$ cat src/rtl/stream_byte_packer.sv
// stream_byte_packer
//   Packs NBYTES consecutive bytes from an 8-bit valid/ready stream into one
//   wide word presented on a registered valid/ready output. A single-cycle
//   flush request emits a partially filled word together with its byte count.
//   in_ready is computed from registered state only, so there is no
//   combinational path from out_ready to in_ready.
//
//   Optional build macro: PACKER_BIG_ENDIAN_EN
//     defined   - first byte of a word lands in the top lane, partial words
//                 are left-aligned.
//     undefined - first byte lands in [7:0], partial words are right-aligned.
//
// Ports
//   clk        in   clock, rising edge
//   reset      in   asynchronous active-high reset
//   in_valid   in   upstream byte valid
//   in_ready   out  packer accepts a byte this cycle
//   in_data    in   upstream byte [7:0]
//   flush      in   single-cycle request to emit the current partial word
//   out_valid  out  packed word valid (registered)
//   out_ready  in   downstream accepts the word
//   out_data   out  packed word [8*NBYTES-1:0], unfilled lanes are zero
//   out_bytes  out  number of valid bytes in out_data [CW-1:0]

module stream_byte_packer #(
    parameter int NBYTES = 4,
    parameter int CW     = $clog2(NBYTES + 1)
) (
    input  logic                  clk,
    input  logic                  reset,
    input  logic                  in_valid,
    output logic                  in_ready,
    input  logic [7:0]            in_data,
    input  logic                  flush,
    output logic                  out_valid,
    input  logic                  out_ready,
    output logic [8*NBYTES-1:0]   out_data,
    output logic [CW-1:0]         out_bytes
);

    localparam logic [CW-1:0] LAST_LANE = CW'(NBYTES - 1);
    localparam logic [CW-1:0] FULL_CNT  = CW'(NBYTES);

    logic [8*NBYTES-1:0] acc_q, acc_d;
    logic [CW-1:0]       cnt_q, cnt_d;
    logic [8*NBYTES-1:0] out_data_q, out_data_d;
    logic [CW-1:0]       out_bytes_q, out_bytes_d;
    logic                out_valid_q, out_valid_d;
    logic                flush_pend_q, flush_pend_d;

    logic                accept;
    logic                complete;
    logic                flush_exec;
    logic [CW-1:0]       lane;
    logic [8*NBYTES-1:0] acc_ins;   // accumulator with the incoming byte merged in

    always_comb begin
        // The last lane can only be filled when the output slot is empty, so a
        // completed word always has somewhere to go.
        in_ready   = !flush_pend_q && (cnt_q != LAST_LANE || !out_valid_q);
        accept     = in_valid && in_ready;
        complete   = accept && (cnt_q == LAST_LANE);
        flush_exec = flush_pend_q && !out_valid_q;

`ifdef PACKER_BIG_ENDIAN_EN
        lane = LAST_LANE - cnt_q;
`else
        lane = cnt_q;
`endif

        acc_ins = acc_q;
        for (int i = 0; i < NBYTES; i++) begin
            if (lane == CW'(i)) acc_ins[8*i +: 8] = in_data;
        end

        acc_d        = acc_q;
        cnt_d        = cnt_q;
        out_data_d   = out_data_q;
        out_bytes_d  = out_bytes_q;
        out_valid_d  = out_valid_q;
        flush_pend_d = flush_pend_q;

        if (out_valid_q && out_ready) out_valid_d = 1'b0;

        if (complete) begin
            out_data_d  = acc_ins;
            out_bytes_d = FULL_CNT;
            out_valid_d = 1'b1;
            cnt_d       = '0;
            acc_d       = '0;
        end else if (accept) begin
            acc_d = acc_ins;
            cnt_d = cnt_q + CW'(1);
        end

        // in_ready is low while flush_pend is set, so flush execution never
        // coincides with an accepted byte.
        if (flush_exec) begin
            flush_pend_d = 1'b0;
            if (cnt_q != '0) begin
                out_data_d  = acc_q;
                out_bytes_d = cnt_q;
                out_valid_d = 1'b1;
                cnt_d       = '0;
                acc_d       = '0;
            end
        end else if (!flush_pend_q && flush && !complete) begin
            // A flush that lands on a word-completing edge has nothing left to emit.
            flush_pend_d = 1'b1;
        end
    end

    always_ff @(posedge clk or posedge reset) begin
        if (reset) begin
            acc_q        <= '0;
            cnt_q        <= '0;
            out_data_q   <= '0;
            out_bytes_q  <= '0;
            out_valid_q  <= 1'b0;
            flush_pend_q <= 1'b0;
        end else begin
            acc_q        <= acc_d;
            cnt_q        <= cnt_d;
            out_data_q   <= out_data_d;
            out_bytes_q  <= out_bytes_d;
            out_valid_q  <= out_valid_d;
            flush_pend_q <= flush_pend_d;
        end
    end

    assign out_valid = out_valid_q;
    assign out_data  = out_data_q;
    assign out_bytes = out_bytes_q;

endmodule

$ cat config.mk
export PLATFORM = sky130hd
export DESIGN_NAME = stream_byte_packer
export DESIGN_NICKNAME = d
export VERILOG_FILES = /design/src/rtl/stream_byte_packer.sv
export SDC_FILE = /design/constraint.sdc
export NUM_CORES = 1
export LEC_CHECK = 0
export CORE_MARGIN = 1
export CORE_UTILIZATION = 50
export CTS_BUF_LIST = sky130_fd_sc_hd__clkbuf_16
export DETAILED_ROUTE_END_ITERATION = 10
export PLACE_DENSITY_LB_ADDON = 0.2
export SETUP_SLACK_MARGIN = 0.4
export SYNTH_ARGS = -nofsm -noshare
export SYNTH_HDL_FRONTEND = slang
export SYNTH_SLANG_ARGS = --single-unit
$ cat constraint.sdc
create_clock -name clk -period 8.05 [get_ports clk]
set_clock_uncertainty 0.1 [all_clocks]
set_input_delay 2.0125 -clock clk [delete_from_list [all_inputs] [get_ports clk]]
set_output_delay 2.0125 -clock clk [all_outputs]
set_load 0.02 [all_outputs]
## Word level (Yosys, flattened, before mapping)

Cells that the tools add are included.

| storage, ports and cells | value |
|---|---|
| register bits after elaboration | 72 |
| latch bits | 0 |
| RAM bits | 0 |
| memory bits (read-only) | 0 |
| input bits | 13 |
| output and inout port bits | 37 |
| logic and storage cells | 49 |
| memories | 0 |

| operators by class | value |
|---|---|
| add/sub/neg operators | 1 |
| $mul | 0 |
| div/mod/pow operators | 0 |
| magnitude comparators | 0 |
| equality and inequality tests | 4 |
| shift-type cells | 0 |
| multiplexer cells | 24 |
| bitwise operators | 0 |
| reduce and logical (&&, ||, !) cells | 14 |

Operators with widths:

| cell | number |
|---|---|
| $mux W32 | 7 |
| $mux W8 | 4 |
| $mux W3 | 7 |
| $logic_and A1 B1 Y1 | 7 |
| $eq A3 B2 Y1 const B | 2 |
| $mux W1 | 6 |
| $add A3 B1 Y3 const B | 1 |
| $eq A3 B1 Y1 const B | 1 |
| $logic_not A1 Y1 | 3 |
| $logic_not A3 Y1 | 1 |
| $ne A3 B2 Y1 const B | 1 |
| $reduce_bool A3 Y1 | 1 |
| $reduce_bool A2 Y1 | 1 |
| $logic_or A1 B1 Y1 | 1 |

## Logic depth before layout (Yosys ltp)

Gate-level depths: netlist of run 1.

| logic depth | value |
|---|---|
| depth after elaboration | 9 |
| gate-level depth with buffers | 11 |
| depth with buffers taken out | 6 |

## Worst setup path before layout of run 1

No wires, ideal clock.

| timing path | value |
|---|---|
| path type | flip-flop to output port |
| start | register cnt_q[2] |
| end | output port in_ready |
| arrival time | 1626 ps |
| data required time | 5938 ps |
| slack | 4311 ps |
| stages on the path, launching flop included | 9 |
| buffers on the path | 4 |
| path through | dfrtp_1 -> buf_2 -> clkbuf_1 -> inv_1 -> ha_1 -> a21o_1 -> buf_2 -> inv_2 -> buf_2 |

| on the way | value |
|---|---|
| word-level cells in the longest chain between the ends | 3 |

RTL lines:

| what | RTL line | source |
|---|---|---|
| from (decl) | 45 | `logic [CW-1:0] cnt_q, cnt_d;` |
| from (signal assigned) | 123 | `cnt_q <= cnt_d;` |
| $ne A3 B2 Y1 | 60 | `in_ready = !flush_pend_q && (cnt_q != LAST_LANE \|\| !out_valid_q);` |
| $logic_or A1 B1 Y1 | 60 |  |
| $logic_and A1 B1 Y1 | 60 |  |
| to (decl) | 32 | `output logic in_ready,` |

Every way passes these cells.

## Worst setup path after layout of run 1

Ends and elaborated chain as after synthesis.

==> results of run 1 <==
==> where the power goes <==
part           internal [mW]  total, mW  switching, mW
logic                  0.362      0.832          0.470
clock network          0.268      0.416          0.148
registers              0.506      0.608          0.103
total                   1.14       1.86          0.721
==> state kept, by name (all words and copies together), names as in the netlist <==
signal        count
acc_q            32
flush_pend_q      1
out_bytes         3
out_valid         1
cnt_q             3
out_data         32
==> routing by layer <==
| layer | vias up | global-route usage [%] |
|---|---|---|
| met2 | 93 | 38.1 |
| met3 | 14 | 4.45 |
| li1 | 1335 | - |
| met5 | - | 0 |
| met4 | 0 | 10.9 |
| met1 | 1376 | 35.8 |
==> worst max-delay path by stage <==
stage	to	depth (start not counted)	from	slack, ns
after global placement	in_ready	6	cnt_q[2]	3.27
after CTS	in_ready	6	cnt_q[2]	2.83
final	in_ready	6	cnt_q[2]	2.78
after detailed placement	in_ready	6	cnt_q[2]	3.22
after global routing	in_ready	6	cnt_q[2]	2.61
after floorplan	acc_q[0]	1	reset	4.11
==> metrics by stage <==
step / setup WS [ns] / util (%) / std cells
global placement: 3.27 / 59.4 / 452
detailed placement: 3.22 / 59.4 / 452
floorplan: 4.11 / - / 335
finish: 2.78 / 63.9 / 468
CTS: 2.83 / 63.9 / 468
global route: 2.61 / 63.9 / 468
==> layout by cell type, fill, tap and decap left out, types with 5 or more instances in the layout <==
cell type        netlist  routed
clkbuf_16              0       9
a2bb2oi_1              7       7
or3b_2                 7       7
nor3_1                 8       8
o31ai_1               24      24
a31oi_1                8       8
and3b_1               16      16
and2_1                 8       8
nand2_1               19      19
a21oi_1               28      28
o2bb2ai_1             16      16
mux2i_1               23      23
ha_1                   5       5
buf_4                  4       5
nand4_1               24      24
clkdlybuf4s50_1        0      49
dfrtp_1               72      72
==> synth_stat cells, drive strengths merged <==
library cell,number,area share [%]
dfrtp,72,49
a21oi,28,3.8
buf,25,4.3
nand4,24,4.1
o31ai,24,4.9
mux2i,23,6.3
nand2,19,2.0
and3b,16,3.8
o2bb2ai,16,3.8
a31oi,8,1.4
and2,8,1.4
clkbuf,8,0.82
nor3,8,1.1
or3b,8,1.9
a2bb2oi,7,1.7
inv,6,0.62
o21ai,6,1.2
ha,5,1.7
nand2b,4,0.69
nor2b,4,0.69
o22ai,3,0.86
a22o,2,0.48
nand3,2,0.27
nor2,2,0.21
a21o,1,0.21
a311oi,1,0.24
and4bb,1,0.34
clkinv,1,0.10
mux2,1,0.41
nand4bb,1,0.76
o22a,1,0.24
==> cell type report <==
class,count,share of cell area [%]
flip-flops and latches,72,40.8
clock inverters,7,1.96
well taps,96,2.72
multi-input cells,223,36.9
clock buffers,9,5.10
inverters,7,0.595
repair buffers,54,12.0
==> cell families (layout without fill, tap and decap cells) <==
family | count (synthesis) | after routing | synth area share [%]
fa+ha+maj | 5 | 5 | 1.72
buf+inv | 40 | 77 | 5.87
flops | 72 | 72 | 49.5
compound gates | 97 | 97 | 19.0
simple gates | 97 | 97 | 17.3
mux | 24 | 24 | 6.73
==> worst max-delay path, delay by kind of cell, from the launching register on <==
family | cells | cell delay, ns
adder cells (fa/ha/maj) | 1 | 0.29
flip-flops | 1 | 0.88
buffers and inverters | 4 | 1.45
AO/OA/AOI/OAI | 1 | 0.17
==> results by group, run 1 <==
Power
  – Overall Power: 1.86 mW
  – Leakage: 1.84 nW
  – Pwr Density: 420 mW/mm^2
  – Worst vdd ir: 0.000201 V

Run status
  – Status: completed

Cells and area
  – Cell area after layout: 0.00442 sq mm
  – ANT cells: 0
  – Fillers: 557
  – Sequential standard cell area: 0.00180 sq mm
  – Nets: 385
  – Multi-input gate area: 0.00163 sq mm
  – Layout cell share with drive strength beyond 1: 9.68%
  – Layout Area Growth over Synthesis: 21.2%

Timing
  – Worst slew pin tran: 1.07 ns
  – Tmin final: 5.27 ns
  – RSZ-0062 raised after global routing: false
  – Slew Viols, Final: 0
  – Fmax: 190 MHz
  – Setup_tns: 0 ns
  – Worst rel slew slack: 28.8%
  – Setup-failing EPs final: 0
  – Worst hold slack: 0.386 ns
  – Final hold vios: 0
  – Fin crit share: 65.4%

Die
  – Die height: 87.4 um
  – Top-Level Pins: 50
  – Die width: 87.4 um
  – Row cnt: 30
  – Initial Utilization: 52.8%
  – Total core area: 0.00691 sq mm
  – Die Area: 0.00763 sq mm

Clocking
  – Post-CTS sizing: 0
  – Clk root buf: clkbuf_16
  – Clock sink count: 72
  – CTS Hold Bufs: 0
  – Clock-pin slew on the worst setup and hold paths: 0.06 ns
  – CTS max path bufs: 2
  – CTS tree: yes
  – Inserted Clock Buffers: 9
  – Post-CTS setup buffer count: 0
  – Clk Latency, worst-skew pair: 0.33 ns
  – # H-tree levels: 3

Routing
  – DRC errors left: 0
  – 1st-iter DRT viols: 267
  – Final WL: 8740 um
  – Top layer in use: met4
  – DR pass1 iterations: 4
  – Vias per cell: 6.02
  – Via Count: 2,818
  – Post-Route M1 WL: 4070 um
  – Post-route ant nets: 0
  – Wire per inst: 18.7 um
  – DR WL met3: 457 um
  – Metal2 WL: 4060 um

Yosys
  – Area of the mapped netlist: 0.00364 sq mm
  – Synth unique cells: 39
  – Register area share after synthesis: 49.5%
  – FF+latch count, synth: 72
  – Syn Nets: 353
  – Synth Warn #: 0
  – Synth Instances: 335
  – Mapped Avg Cell Area: 10.9 sq um

Global routing
  – First-pass GRT wire length: 14,500 um
  – GRT overflow: 0
  – Antenna violations before repair: 0
  – Vias in the first global route: 2,775
  – Total Routing Usage GR: 25.2%
  – Largest net degree at the start of global routing: 73

Worst setup path
  – Crit path kind: flip-flop to primary output
  – Crit-path max cell delay: 0.88 ns
  – CP Data Arrival Time: 3.15 ns
  – Crit-path max FO: 32
  – Setup crit end kind: primary output
  – CP max stage cell: dfrtp_1
  – R2R cell count: 5
  – Reg-to-Reg End: out_valid
  – Setup slack, reg-to-reg: 4.94 ns
  – Crit start category: flip-flop
  – Reg-to-reg critical path startpoint: cnt_q[2]
  – Worst EP required: 5.94 ns
  – Crit-path cells: inv_1 > ha_1 > a21o_1 > buf_4 > inv_2 > clkdlybuf4s50_1

Place
  – Hpwl dp: 5470 um
  – Placer Congestion: 0.785
  – Area after DPL: 0.00410 sq mm
  – I/O Buffers: 49

Job
  – Max Cap Viol: 0

Worst hold path
  – Hold worst-path end: acc_q[26]
  – Worst hold path startpoint: acc_q[26]
  – Min-Delay Path Class: flip-flop to flip-flop
  – Worst Hold Path Cells: 1
(Power assumes the default switching activity.)
==> run 2: changes to the inputs <==
--- a/config.mk
+++ b/config.mk
@@ -6,7 +6,7 @@
 export NUM_CORES = 1
 export LEC_CHECK = 0
 export CORE_MARGIN = 1
-export CORE_UTILIZATION = 50
+export CORE_UTILIZATION = 49
 export CTS_BUF_LIST = sky130_fd_sc_hd__clkbuf_16
 export DETAILED_ROUTE_END_ITERATION = 10
 export PLACE_DENSITY_LB_ADDON = 0.2
==> constraint.sdc (replaced) <==
create_clock -name clk -period 4.5 [get_ports clk]
set_clock_uncertainty 0.1 [all_clocks]
set_input_delay 1.125 -clock clk [delete_from_list [all_inputs] [get_ports clk]]
set_output_delay 1.125 -clock clk [all_outputs]
set_load 0.02 [all_outputs]
==> results by group, run 2 (same netlist as run 1, synthesis figures left out) <==
Clocking
  – Clock-pin slew on the worst setup and hold paths: 0.06 ns
  – CTS max path bufs: 2
  – CTS tree: yes
  – # H-tree levels: 3
  – Post-CTS sizing: 0
  – CTS Hold Bufs: 0
  – Post-CTS setup buffer count: 0
  – Clk Latency, worst-skew pair: 0.34 ns
  – Inserted Clock Buffers: 9
  – Clock sink count: 72
  – Clk root buf: clkbuf_16

Routing
  – DRC errors left: 0
  – Post-Route M1 WL: 3970 um
  – DR pass1 iterations: 5
  – Top layer in use: met4
  – Final WL: 9160 um
  – Wire per inst: 19.3 um
  – 1st-iter DRT viols: 212
  – Post-route ant nets: 0
  – DR WL met3: 566 um
  – Vias per cell: 6.19
  – Metal2 WL: 4340 um
  – Via Count: 2,936

Worst setup path
  – Worst EP required: 3.27 ns
  – CP Data Arrival Time: 2.11 ns
  – Crit start category: flip-flop
  – Setup crit end kind: primary output
  – R2R cell count: 6
  – Crit path kind: flip-flop to primary output
  – Setup slack, reg-to-reg: 1.71 ns
  – Crit-path max FO: 5
  – Reg-to-Reg End: cnt_q[2]
  – Reg-to-reg critical path startpoint: cnt_q[0]

Cells and area
  – Commonest cells after routing, fill and taps aside: dfrtp_1 (72), clkdlybuf4s50_1 (49), a21oi_1 (28)
  – Sequential standard cell area: 0.00180 sq mm
  – Multi-input gate area: 0.00163 sq mm
  – Layout Area Growth over Synthesis: 22.1%
  – Cell area after layout: 0.00445 sq mm
  – Fillers: 602
  – Layout cell share with drive strength beyond 1: 10.7%
  – Nets: 389
  – Fin util: 61.7%
  – Commonest non-fill, non-tap cell in the layout: dfrtp_1
  – ANT cells: 0

Place
  – I/O Buffers: 49
  – Hpwl dp: 5560 um
  – Placer Congestion: 0.838
  – Area after DPL: 0.00414 sq mm

Worst hold path
  – Hold worst-path end: out_data[19]
  – Worst Hold Path Cells: 1
  – Min-Delay Path Class: flip-flop to flip-flop
  – Worst hold path startpoint: acc_q[19]

Timing
  – Fmax: 300 MHz
  – Setup-failing EPs final: 0
  – Final hold vios: 0
  – Tmin final: 3.33 ns
  – Worst slew pin tran: 0.975 ns
  – Setup_tns: 0 ns
  – Worst rel slew slack: 34.9%
  – RSZ-0062 raised after global routing: false
  – Fin crit share: 74.1%
  – Slew Viols, Final: 0

Global routing
  – First-pass GRT wire length: 15,000 um
  – GRT overflow: 0
  – Antenna violations before repair: 0
  – Vias in the first global route: 2,900
  – Largest net degree at the start of global routing: 38
  – Total Routing Usage GR: 26.2%

Die
  – Initial Utilization: 50.5%
  – Row cnt: 31
  – Top-Level Pins: 50
  – Die Area: 0.00778 sq mm
  – Total core area: 0.00721 sq mm
  – Die height: 88.2 um
  – Die width: 88.2 um

Power
  – Worst vdd ir: 0.000342 V
  – Leakage: 1.86 nW
  – Pwr Density: 754 mW/mm^2

Job
  – Max Cap Viol: 0

Run status
  – Status: completed
run 2: worst max-delay path, stage by stage, from the launching register on:
cell and delay [ns]:
dfrtp_1 0.43, ha_1 0.22, ha_1 0.23, a21o_1 0.20, inv_2 0.08, clkdlybuf4s50_1 0.60
run 2: cell type report:
cell class | count | share of cell area [%]
clock buffers | 9 | 5.06
clock inverters | 6 | 1.91
multi-input cells | 223 | 36.6
well taps | 99 | 2.78
repair buffers | 58 | 12.5
inverters | 7 | 0.591
flip-flops and latches | 72 | 40.5
run 2: how the worst max path moves through the flow:
stage	from	endpoint	slack, ns	depth (start not counted)
3_5_place_dp	in_valid	acc_q[19]	1.05	5
4_1_cts	cnt_q[0]	in_ready	1.17	5
6_report	cnt_q[0]	in_ready	1.17	5
2_1_floorplan	reset	acc_q[0]	1.45	1
5_1_grt	cnt_q[0]	in_ready	1.08	5
3_3_place_gp	in_valid	acc_q[2]	1.15	5
run 2: routing by layer:
metal,up-vias,track usage [%]
met5,-,0
met4,0,12.9
met3,25,5.78
met2,111,39.6
met1,1471,36.0
li1,1329,-
run 2: through the flow:
stage | setup slack [ns] | std cells | total power [mW] | hold WS, ns
2_1_floorplan | 1.45 | 335 | 2.06 | 0.355
3_3_place_gp | 1.15 | 459 | 2.57 | 0.372
3_5_place_dp | 1.05 | 459 | 2.60 | 0.373
4_1_cts | 1.17 | 474 | 3.35 | 0.387
5_1_grt | 1.08 | 474 | 3.55 | 0.403
6_report | 1.17 | 474 | 3.35 | 0.386
run 2: power breakdown:
part	switching, mW	internal [mW]
registers	0.151	0.905
logic	0.887	0.657
clock network	0.272	0.480
total	1.31	2.04
